$ cat src/rtl/ddr_rd_burst_ctrl.sv
`default_nettype none
// ============================================================================
//  Module   : ddr_rd_burst_ctrl
//  Purpose  : Frame-buffer AXI4 read master. Issues bursts only when the
//             downstream FIFO can take a whole burst, then streams the beats
//             into the FIFO write port.
//  Revision : 1.0 - initial release
// ============================================================================
module ddr_rd_burst_ctrl #(
    parameter int ADDR_WIDTH  = 28,
    parameter int DATA_WIDTH  = 256,
    parameter int BURST_LEN   = 16,
    parameter int FRAME_BASE  = 0,
    parameter int FRAME_BEATS = 115200,
    parameter int FIFO_DEPTH  = 512,
    parameter int WL_WIDTH    = 10
) (
    input  logic                  wr_clk,
    input  logic                  wr_rst,
    input  logic                  enable,
    input  logic                  frame_start,
    output logic [ADDR_WIDTH-1:0] axi_araddr,
    output logic [7:0]            axi_arlen,
    output logic                  axi_arvalid,
    input  logic                  axi_arready,
    input  logic [DATA_WIDTH-1:0] axi_rdata,
    input  logic                  axi_rvalid,
    input  logic                  axi_rlast,
    output logic                  axi_rready,
    output logic                  fifo_wr_en,
    output logic [DATA_WIDTH-1:0] fifo_wr_data,
    input  logic                  fifo_wr_full,
    input  logic [WL_WIDTH-1:0]   fifo_wr_water_level,
    output logic                  frame_done,
    output logic                  busy,
    output logic                  err_overflow,
    output logic                  err_burst
);

    localparam int c_REM_W      = $clog2(FRAME_BEATS + 1);
    localparam int c_BEAT_BYTES = DATA_WIDTH / 8;

    localparam logic [ADDR_WIDTH-1:0] c_FRAME_BASE  = ADDR_WIDTH'(FRAME_BASE);
    localparam logic [c_REM_W-1:0]    c_FRAME_BEATS = c_REM_W'(FRAME_BEATS);

    localparam logic [2:0] c_S_IDLE  = 3'd0;
    localparam logic [2:0] c_S_CHECK = 3'd1;
    localparam logic [2:0] c_S_ADDR  = 3'd2;
    localparam logic [2:0] c_S_DATA  = 3'd3;
    localparam logic [2:0] c_S_DONE  = 3'd4;

    logic [2:0]            r_state;
    logic [ADDR_WIDTH-1:0] r_addr;
    logic [c_REM_W-1:0]    r_remaining;
    logic [8:0]            r_len;
    logic [8:0]            r_beat_cnt;
    logic                  r_pending;
    logic                  r_fifo_wr_en;
    logic [DATA_WIDTH-1:0] r_fifo_wr_data;
    logic                  r_frame_done;
    logic                  r_err_overflow;
    logic                  r_err_burst;

    logic [8:0]            w_len;
    logic [31:0]           w_need;
    logic                  w_room_ok;
    logic                  w_last_beat;
    logic [c_REM_W-1:0]    w_rem_next;
    logic [ADDR_WIDTH-1:0] w_addr_next;

    always_comb begin
        if (32'(r_remaining) < 32'(BURST_LEN)) begin
            w_len = 9'(r_remaining);
        end else begin
            w_len = 9'(BURST_LEN);
        end
        // The beat sitting in the output register is not yet in the level.
        w_need      = 32'(fifo_wr_water_level) + 32'(r_fifo_wr_en) + 32'(w_len);
        w_room_ok   = (w_need <= 32'(FIFO_DEPTH));
        w_last_beat = ((r_beat_cnt + 9'd1) == r_len);
        w_rem_next  = r_remaining - c_REM_W'(r_len);
        w_addr_next = r_addr + ADDR_WIDTH'(32'(r_len) * 32'(c_BEAT_BYTES));
    end

    always_ff @(posedge wr_clk) begin
        if (wr_rst) begin
            r_state        <= c_S_IDLE;
            r_addr         <= c_FRAME_BASE;
            r_remaining    <= c_FRAME_BEATS;
            r_len          <= 9'd0;
            r_beat_cnt     <= 9'd0;
            r_pending      <= 1'b0;
            r_fifo_wr_en   <= 1'b0;
            r_fifo_wr_data <= '0;
            r_frame_done   <= 1'b0;
            r_err_overflow <= 1'b0;
            r_err_burst    <= 1'b0;
        end else begin
            r_fifo_wr_en <= 1'b0;
            r_frame_done <= 1'b0;
            case (r_state)
                c_S_IDLE: begin
                    if (frame_start) begin
                        r_addr      <= c_FRAME_BASE;
                        r_remaining <= c_FRAME_BEATS;
                        r_state     <= c_S_CHECK;
                    end
                end
                c_S_CHECK: begin
                    if (frame_start) begin
                        r_addr      <= c_FRAME_BASE;
                        r_remaining <= c_FRAME_BEATS;
                    end else if (enable && w_room_ok) begin
                        r_len   <= w_len;
                        r_state <= c_S_ADDR;
                    end
                end
                c_S_ADDR: begin
                    if (frame_start) begin
                        r_pending <= 1'b1;
                    end
                    if (axi_arready) begin
                        r_beat_cnt <= 9'd0;
                        r_state    <= c_S_DATA;
                    end
                end
                c_S_DATA: begin
                    if (frame_start) begin
                        r_pending <= 1'b1;
                    end
                    if (axi_rvalid) begin
                        r_beat_cnt <= r_beat_cnt + 9'd1;
                        if (axi_rlast != w_last_beat) begin
                            r_err_burst <= 1'b1;
                        end
                        if (fifo_wr_full) begin
                            r_err_overflow <= 1'b1;
                        end else begin
                            r_fifo_wr_en   <= 1'b1;
                            r_fifo_wr_data <= axi_rdata;
                        end
                        // Burst length is decided by beat count alone, never by rlast.
                        if (w_last_beat) begin
                            if (r_pending || frame_start) begin
                                r_pending   <= 1'b0;
                                r_addr      <= c_FRAME_BASE;
                                r_remaining <= c_FRAME_BEATS;
                                r_state     <= c_S_CHECK;
                            end else begin
                                r_addr      <= w_addr_next;
                                r_remaining <= w_rem_next;
                                r_state     <= (w_rem_next == '0) ? c_S_DONE : c_S_CHECK;
                            end
                        end
                    end
                end
                c_S_DONE: begin
                    r_addr      <= c_FRAME_BASE;
                    r_remaining <= c_FRAME_BEATS;
                    if (frame_start) begin
                        r_state <= c_S_CHECK;
                    end else begin
                        r_frame_done <= 1'b1;
                        r_state      <= c_S_IDLE;
                    end
                end
                default: begin
                    r_state <= c_S_IDLE;
                end
            endcase
        end
    end

    assign axi_arvalid  = (r_state == c_S_ADDR);
    assign axi_araddr   = axi_arvalid ? r_addr : '0;
    assign axi_arlen    = axi_arvalid ? 8'(r_len - 9'd1) : 8'd0;
    assign axi_rready   = (r_state == c_S_DATA);
    assign busy         = axi_arvalid || axi_rready;
    assign fifo_wr_en   = r_fifo_wr_en;
    assign fifo_wr_data = r_fifo_wr_data;
    assign frame_done   = r_frame_done;
    assign err_overflow = r_err_overflow;
    assign err_burst    = r_err_burst;

endmodule
`default_nettype wire

$ cat config.mk
export PLATFORM = sky130hd
export DESIGN_NAME = ddr_rd_burst_ctrl
export DESIGN_NICKNAME = d
export VERILOG_FILES = /design/src/rtl/ddr_rd_burst_ctrl.sv
export SDC_FILE = /design/constraint.sdc
export NUM_CORES = 1
export LEC_CHECK = 0
export ABC_AREA = 1
export CAP_MARGIN = 20
export CORE_AREA = 4 4 221 223
export DETAILED_ROUTE_END_ITERATION = 6
export DIE_AREA = 0 0 225 227
export GPL_ROUTABILITY_DRIVEN = 1
export SLEW_MARGIN = 20
export SYNTH_ARGS = -nofsm -noshare
export SYNTH_HDL_FRONTEND = slang
export SYNTH_SLANG_ARGS = --single-unit
export TNS_END_PERCENT = 20
$ cat constraint.sdc
create_clock -name wr_clk -period 3.8 [get_ports wr_clk]
set_clock_uncertainty 0.1 [all_clocks]
set_input_delay 0.57 -clock wr_clk [delete_from_list [all_inputs] [get_ports wr_clk]]
set_output_delay 0.57 -clock wr_clk [all_outputs]
set_load 0.02 [all_outputs]
==> impl_metrics.csv <==
group,metric,value,unit
clocking,cts_setup_buffers,0,
timing,tightest_slew,1.101,ns
worst_setup_path,startpoint_type,"register",
place,gp_congestion,0.8741,
detailed_routing,vias,14931,
timing,slew_headroom,0.2662,
status,status,"complete, no violations",
synthesis,synth_top_area_share,0.4616,
clocking,path_clk_slew,0.06,ns
detailed_routing,wire_per_inst,18.38,um
worst_setup_path,endpoint_kind,"register",
synthesis,yosysSeqAreaShare,0.4616,
synthesis,synthFlopType,"dfxtp_1",
synthesis,synth.ff_latch_count,322,
worst_setup_path,crit_type,"register to register",
timing,setup_viol,0,
timing,finalHoldViolations,0,
clocking,cts.path.max_buffers,3,
detailed_routing,drt-pass1-iter-count,7,
global_route,grt_antenna_before_repair,11,
timing,slew_viol_final,0,
timing,period_minus_slack,3.396,ns
finish,regArea,6446,um2
detailed_routing,viasPerCell,4.712,
synthesis,yosysMostFrequentCell,"nor2_1",
timing,setup_tns,0,ns
detailed_routing,drc,0,
floorplan,die_w,225,um
global_route,grt_pass1_wl,85100,um
synthesis,synth_largest_area_cell,"dfxtp_1",
worst_setup_path,arrival,3.74,ns
finish,final_cells,3169,
finish,drive_above_1_share,0.03948,
synthesis,syn_inst,2010,
pwr,leakagePower,0.009088,uW
synthesis,yosys.cell_types.count,40,
worst_hold_path,hp-class,"register to register",
clocking,cts_tree,"done",
clocking,cts_root_buffer,"clkbuf_16",
synthesis,ys_async_sr_fraction,0,
finish,fin_area,21590,um2
finish,multi_input_area,6619,um2
floorplan,initial_core_util,0.3000,
floorplan,rows,79,
pwr,p_per_area,448.0,nW/um2
floorplan,num_io_pins,573,
clocking,clkSinkCount,322,
pwr,finalPower,9673,uW
synthesis,syn_avg_cell_area,6.948,um2
place,dp_cells,3097,
global_route,grtUsageTotal,0.2127,
pwr,peakVddDrop,348.0,uV
worst_setup_path,crit_fanout,6,
worst_setup_path,critPathRequiredTime,4.15,ns
global_route,grt_pass1_vias,14780,
place,port_buffers,567,
floorplan,die_h,227,um
place,dpl.hpwl,42700,um
finish,area_growth,54.60,%
synthesis,ys_top_cells_by_area,"dfxtp_1 (46%), nor2_1 (17%), o21ai_0 (9.8%), nand2_1 (6.2%), inv_1 (3.4%)",
detailed_routing,drt-total-wl,58250,um
floorplan,core-area,46560,um2
clocking,insertion_delay,0.55,ns
synthesis,synth_area,13970,um2
detailed_routing,initialDrtViolationCount,932,
synthesis,synth_top_cells_by_count,"nor2_1 (627), dfxtp_1 (322), o21ai_0 (273), nand2_1 (231), inv_1 (126)",
floorplan,dieArea,51080,um2
global_route,gr-total-overflow,0,
synthesis,yosys_warnings,0,
timing,rsz0062_at_grt,"no",
clocking,htree_levels,2,
timing,fmax,294.5,MHz
place,place_area,20170,um2
finish,fillers,4568,
global_route,grt_max_degree,257,
clocking,cts-buffers-inserted,38,
finish,final_util,0.4638,
timing,fin_crit_sh,0.8937,
synthesis,synth_edf_count,0,
finish,final_nets,2837,
flow_run,drv_cap,0,
detailed_routing,antenna_left,0,
## kinds of logic (layout without fill, tap and decap cells)
group,after synthesis,count (layout),synth area share
other,1,13,0.0002685
AND/OR/NAND/NOR,995,995,0.2840
buffers and inverters,244,784,0.06755
flip-flops,322,322,0.4616
XOR/XNOR,12,12,0.007525
AO/OA/AOI/OAI,404,404,0.1483
adder cells (fa/ha/maj),32,32,0.03082
## critical path: stages (launching register included)
cell      delay [ns]
dfxtp_1         0.37
inv_1           0.09
nand3_1         0.13
nor3_1          0.08
nand3_2         0.14
nor2_1          0.10
fa_1            0.40
fa_1            0.39
nand2_1         0.11
nand3_1         0.11
nand3_1         0.11
nand2_1         0.07
nand2_1         0.08
nand2_1         0.05
nand2_1         0.06
nand2_1         0.05
a21boi_0        0.23
nand4_1         0.22
inv_1           0.16
nand3_1         0.09
o21ai_0         0.13
## final timing paths
check / start / end / slack, ns / cells past startpoint
worst max-delay path: r_remaining[12] / r_len[3] / 0.40 / 20
worst min register to register: err_overflow / err_overflow / 0.36 / 2
worst min-delay path: err_overflow / err_overflow / 0.36 / 2
worst max register to register: r_remaining[12] / r_len[3] / 0.40 / 20
## state kept, by name, indices dropped and copies added (netlist names)
signal / count
fifo_wr_data: 256
fifo_wr_en: 1
err_burst: 1
r_beat_cnt: 9
frame_done: 1
r_addr: 23
r_remaining: 17
r_pending: 1
err_overflow: 1
r_state: 3
r_len: 9
## final cells by class
| type | instances | share of cell area |
|---|---|---|
| antenna | 4 | 0.0004636 |
| clock buffer | 51 | 0.05053 |
| clock inverter | 16 | 0.01298 |
| inverter | 133 | 0.02370 |
| multi-input combinational | 1452 | 0.3066 |
| sequential | 322 | 0.2986 |
| tap | 607 | 0.03518 |
| timing repair buffer | 584 | 0.2720 |
## layout by cell type, fill, tap and decap left out, drive strengths merged
cell type,n
fa,4
xnor2,7
o21a,1
nor2,632
a21o,1
a31oi,4
a21oi,87
inv,134
o21bai,3
nor4,6
bufinv,7
diode,4
a21boi,1
clkbuf,51
a211o,1
a32oi,1
nand2,233
buf,17
xor2,5
clkdlybuf4s50,567
or2,5
clkinvlp,1
clkinv,7
nand3,85
conb,9
o21ai,302
o211ai,1
ha,28
dfxtp,322
a31o,1
nor3,19
o221ai,1
nand3b,3
nand4,12
## metal layers
metal  GRT usage  vias to the layer above  share of wire
met5           0                        -         0.0018
met4      0.1026                       16          0.050
met3     0.07002                      133          0.076
met2      0.3718                      499           0.50
met1      0.2338                     6810           0.37
li1            -                     7473              -
## timing repair
item,in CTS,in global routing
setup endpoints to repair,0,4
gates resized for setup,0,2
hold buffers,0,0
## through the flow
stage          worst slack (ns)  hold slack (ns)
6_report                 0.4039           0.3647
2_1_floorplan            0.8253           0.3488
5_1_grt                 0.08116           0.4101
3_5_place_dp             0.2237           0.3576
3_3_place_gp             0.3564           0.3392
4_1_cts                  0.2270           0.3672
## power breakdown
part           switching (uW)  total, uW  internal, uW  leakage (uW)
Combinational            1150       1970           819       0.00582
Sequential                122       3670          3550       0.00260
Clock                    1530       4030          2500      0.000674
Total                    2800       9670          6870       0.00909
No activity file was read; power rests on OpenSTA's default activity.
